[src/rtl/updown_pkg.sv]
// Shared encodings for the up/down modulo counter family.
package updown_pkg;

  localparam logic MODE_UP   = 1'b0;
  localparam logic MODE_DOWN = 1'b1;
  localparam logic SAT_WRAP  = 1'b0;
  localparam logic SAT_HOLD  = 1'b1;

endpackage

[src/rtl/updown_next_val.sv]
// Next-count logic: one step up or down within 0..MAX_VAL, with wrap and blocked-step detection.
module updown_next_val
  import updown_pkg::*;
#(
  parameter int unsigned WIDTH   = 3,
  parameter int unsigned MAX_VAL = 7
) (
  input  logic [WIDTH-1:0] i_count,
  input  logic             i_mode,
  input  logic             i_sat,
  output logic [WIDTH-1:0] o_next,
  output logic             o_wrap_evt,
  output logic             o_block_evt
);

  localparam logic [WIDTH:0]   MaxExt = (WIDTH+1)'(MAX_VAL);
  localparam logic [WIDTH-1:0] MaxVal = WIDTH'(MAX_VAL);

  logic [WIDTH:0] w_cnt_ext;
  logic [WIDTH:0] w_inc;
  logic [WIDTH:0] w_dec;

  // One extra bit so the step past either bound is visible before it is folded back.
  assign w_cnt_ext = {1'b0, i_count};
  assign w_inc     = w_cnt_ext + 1'b1;
  assign w_dec     = w_cnt_ext - 1'b1;

  always_comb begin
    o_next      = i_count;
    o_wrap_evt  = 1'b0;
    o_block_evt = 1'b0;
    if (i_mode == MODE_UP) begin
      if (w_inc > MaxExt) begin
        if (i_sat == SAT_HOLD) begin
          o_block_evt = 1'b1;
        end else begin
          o_next     = '0;
          o_wrap_evt = 1'b1;
        end
      end else begin
        o_next = w_inc[WIDTH-1:0];
      end
    end else begin
      // Borrow out of the top bit means the step went below zero.
      if (w_dec[WIDTH]) begin
        if (i_sat == SAT_HOLD) begin
          o_block_evt = 1'b1;
        end else begin
          o_next     = MaxVal;
          o_wrap_evt = 1'b1;
        end
      end else begin
        o_next = w_dec[WIDTH-1:0];
      end
    end
  end

endmodule

[src/rtl/updown_counter_mod.sv]
// Parametrised up/down modulo counter with load, wrap/saturate, terminal count and sticky overflow.
module updown_counter_mod
  import updown_pkg::*;
#(
  parameter int unsigned WIDTH   = 3,
  parameter int unsigned MAX_VAL = 7
) (
  input  logic             i_clk,
  input  logic             i_rst,
  input  logic             i_en,
  input  logic             i_mode,
  input  logic             i_sat,
  input  logic             i_load,
  input  logic [WIDTH-1:0] i_load_val,
  input  logic             i_ovf_clr,
  output logic [WIDTH-1:0] o_count,
  output logic             o_tc,
  output logic             o_wrap,
  output logic             o_ovf
);

  localparam logic [WIDTH-1:0] MaxVal = WIDTH'(MAX_VAL);

  if (WIDTH < 1 || MAX_VAL < 1 ||
      longint'(MAX_VAL) > ((longint'(1) << WIDTH) - 1)) begin : g_bad_params
    $error("updown_counter_mod: MAX_VAL must lie in 1..2**WIDTH-1");
  end

  logic [WIDTH-1:0] r_count;
  logic             r_wrap;
  logic             r_ovf;

  logic [WIDTH-1:0] w_next;
  logic             w_wrap_evt;
  logic             w_block_evt;
  logic [WIDTH-1:0] w_load_clamped;
  logic             w_step;

  updown_next_val #(
    .WIDTH   (WIDTH),
    .MAX_VAL (MAX_VAL)
  ) u_next_val (
    .i_count     (r_count),
    .i_mode      (i_mode),
    .i_sat       (i_sat),
    .o_next      (w_next),
    .o_wrap_evt  (w_wrap_evt),
    .o_block_evt (w_block_evt)
  );

  assign w_load_clamped = (i_load_val > MaxVal) ? MaxVal : i_load_val;
  // Load overrides enable, so a step only happens when no load is pending.
  assign w_step         = i_en && !i_load;

  always_ff @(posedge i_clk) begin
    if (i_rst) begin
      r_count <= (i_mode == MODE_DOWN) ? MaxVal : '0;
      r_wrap  <= 1'b0;
      r_ovf   <= 1'b0;
    end else begin
      if (i_load) begin
        r_count <= w_load_clamped;
      end else if (i_en) begin
        r_count <= w_next;
      end
      r_wrap <= w_step && w_wrap_evt;
      // A coincident event beats the clear.
      if (w_step && (w_wrap_evt || w_block_evt)) begin
        r_ovf <= 1'b1;
      end else if (i_ovf_clr) begin
        r_ovf <= 1'b0;
      end
    end
  end

  assign o_count = r_count;
  assign o_wrap  = r_wrap;
  assign o_ovf   = r_ovf;
  assign o_tc    = ((i_mode == MODE_UP) && (r_count == MaxVal)) ||
                   ((i_mode == MODE_DOWN) && (r_count == '0));

endmodule

[config.mk]
export PLATFORM = sky130hd
export DESIGN_NAME = updown_counter_mod
export DESIGN_NICKNAME = d
export VERILOG_FILES = /design/src/rtl/updown_pkg.sv /design/src/rtl/updown_next_val.sv /design/src/rtl/updown_counter_mod.sv
export SDC_FILE = /design/constraint.sdc
export NUM_CORES = 1
export LEC_CHECK = 0
export BUFFER_PORTS_ARGS = -buffer_cell sky130_fd_sc_hd__buf_2
export CORE_AREA = 2 2 39 41
export CTS_CLUSTER_DIAMETER = 80
export DETAILED_ROUTE_END_ITERATION = 12
export DIE_AREA = 0 0 41 43
export GPL_ROUTABILITY_DRIVEN = 0
export PLACE_DENSITY = 0.56
export SETUP_SLACK_MARGIN = 0.5
export SYNTH_ARGS = -nofsm -noshare
export SYNTH_HDL_FRONTEND = slang
export SYNTH_SLANG_ARGS = --single-unit
[constraint.sdc]
create_clock -name i_clk -period 4.65 [get_ports i_clk]
set_input_delay 0.6975 -clock i_clk [delete_from_list [all_inputs] [get_ports i_clk]]
set_output_delay 0.6975 -clock i_clk [all_outputs]
set_load 0.02 [all_outputs]
==> impl_metrics.yaml <==
place:
  dp_cells: 73
  placed_area_sq_um: 468
  hpwlAfterDp_microns: 621
  port_buffers: 15
  pre_cts_slack_ps: 2610
critical_path:
  cp_slowest_cell: "edfxtp_1"
  cpPeakStageDelay_ps: 480
  crit_path_start_kind: "register"
  critPathArrivalTime_ps: 1540
  crit_type: "reg2out"
  timing.critical_path.mode_cell: "ha_1"
  cp_data_required_time_ps: 3950
  crit_chain: "ha_1 -> ha_1 -> a22o_2 -> buf_2"
  crit_path_max_fanout: 7
  critPathBufInv: 1
  cpLargestDelayFamily: "flip-flops"
  end_kind: "output port"
sta:
  slew_headroom_pct: 77.3
  fmax_mhz: 448
  post-route-min-period_ps: 2230
  finalSetupViolCount: 0
  rsz0062_at_grt: "false"
  period_share_pct: 48.0
  skew_ps: 2.85
  tns_ps: 0
  setup_slack_ps: 2420
  tightest_slew_ps: 338
  hold_viol: 0
  drv_slew: 0
  hold_ws_ps: 468
logic_synthesis:
  synth_warnings: 0
  synth_area_leaders: "edfxtp_1 (24%), ha_1 (13%), dfxtp_1 (11%)"
  syn_area_sq_um: 380
  synth_fp_nets: 58
  avgSynthCellArea_sq_um: 8.64
  synth_cells: 44
  synth.distinct_cells: 26
  ys_seq_elements: 5
  synth.top_cell.area_share_pct: 23.7
  seq_area_frac_synth_pct: 34.2
  synth_top_cell_by_area: "edfxtp_1"
clocking:
  clk_pin_slew_ps: 40
  cts_made_buffers: 3
  cts_resized: 0
  cts_hold_buf: 0
  cts.sinks: 5
  postCtsSetupBuffers: 0
  clockBufferDepth: 2
  clkLatencyLatePin_ps: 240
  cts_tree: "yes"
  htree_levels: 1
  clockRootBuffer: "clkbuf_4"
job:
  maxCapViolations: 0
global_route:
  grt_max_degree: 10
  first_global_vias: 318
  grt_overflow: 0
  antenna_found_initial: 0
  grt_pass1_wl_microns: 1200
  grtUsageTotal_pct: 10.3
power:
  vdd_ir_drop_max_uv: 172
  power.leakage_nw: 0.230
  power_density_nw_per_um2: 301
  clockPowerShare_pct: 33.1
  seq_power_share_pct: 39.4
  p_sw_uw: 46.8
  p_sw_share_pct: 31.5
  intPower_uw: 102
  combPwrFrac_pct: 27.4
layout:
  final_cell_area_sq_um: 494
  num_antenna_cells: 0
  drive_above_1_share_pct: 32.8
  fin_cells: 77
  nets: 76
  area_growth_pct: 29.9
detailed_routing:
  firstDrtPassIters: 3
  drcViolationCount: 0
  vias: 389
  wl_per_cell_microns: 9.90
  ant_nets: 0
  drtIter0Drc: 7
  wirelength_microns: 762
  vias_per_cell: 5.05
outcome:
  status: "complete, no violations"
floorplanning:
  initial_core_util_pct: 27.5
  num_rows: 14
  dieArea_sq_um: 1760
  coreArea_sq_um: 1380
  die_w_microns: 41
  die_h_microns: 43
  num_io_pins: 16
worst_hold_path:
  hp-class: "reg2reg"
power groups by stage:
stage,clock network [mW],logic (mW),registers [mW]
2_1_floorplan,0,0.0240,0.0627
3_3_place_gp,0,0.0418,0.0597
3_5_place_dp,0,0.0415,0.0594
4_1_cts,0.0521,0.0416,0.0587
5_1_grt,0.0539,0.0472,0.0596
6_report,0.0493,0.0409,0.0587
worst register-to-register path: cells and delay by family, from the launching register on:
kind / cells / cell delay (ps)
flip-flops: 1 / 480
adder cells (fa/ha/maj): 2 / 520
AO/OA/AOI/OAI: 3 / 460
layout make-up:
cell class	instances	area [sq um]
clock buffers	4	26.3
fillers	153	890
inverters	3	11.3
multi-input cells	34	231
flip-flops and latches	5	130
well taps	16	20.0
repair buffers	15	75.1
state kept, by name, indices dropped and copies added, names as in the netlist:
name and count:
o_count 3, o_ovf 1, o_wrap 1
cell usage in the layout (no fill, tap or decap), types with 2 or more instances in the layout:
cell      count
buf_2        15
nor2_1        5
ha_1          4
a21oi_1       3
clkbuf_4      3
edfxtp_1      3
inv_1         2
o21ai_0       2
nand2b_1      2
a31oi_1       2
nand2_1       2
dfxtp_1       2
cell families after synthesis:
family	count (synthesis)	synth area share (%)
and+or+nand+nor	14	19.1
adders and majority gates	4	13.2
buffers and inverters	5	4.93
DFF	5	34.2
AOI/OAI and AO/OA	16	28.6
final timing paths:
check        slack, ps  cells after the start                 start              endpoint
max               2420                      4  o_count[0]$_DFFE_PP_                  o_tc
min                470                      1    o_ovf$_SDFFE_PP0P_    o_ovf$_SDFFE_PP0P_
max reg2reg       2930                      5  o_count[0]$_DFFE_PP_  o_count[2]$_DFFE_PP_
min reg2reg        470                      1    o_ovf$_SDFFE_PP0P_    o_ovf$_SDFFE_PP0P_
per-stage QoR:
| step | utilization, % | power (mW) |
|---|---|---|
| 6_report | 35.7 | 0.149 |
| 3_3_place_gp | 33.8 | 0.101 |
| 2_1_floorplan | - | 0.0867 |
| 5_1_grt | 35.7 | 0.161 |
| 3_5_place_dp | 33.8 | 0.101 |
| 4_1_cts | 35.7 | 0.152 |
synth_stat cells, drive strengths merged:
cell type  count
o21ai          3
a211oi         1
a22oi          1
ha             4
a31o           1
and4b          1
or4            1
nor2           5
o31ai          1
edfxtp         3
nor3           1
nand2          2
a21oi          3
inv            3
nand3          1
a31oi          2
nor2b          1
a32o           1
a22o           1
nand2b         2
o211ai         1
clkbuf         2
dfxtp          2
o21bai         1
per-layer routing:
| layer | routed length [microns] | global-route usage, % | up-vias |
|---|---|---|---|
| met4 | 0 | 4.00 | 0 |
| met5 | 0 | 0 | - |
| li1 | - | - | 199 |
| met3 | 67 | 6.28 | 0 |
| met2 | 308 | 13.4 | 14 |
| met1 | 385 | 13.4 | 176 |
(Power assumes the default switching activity.)
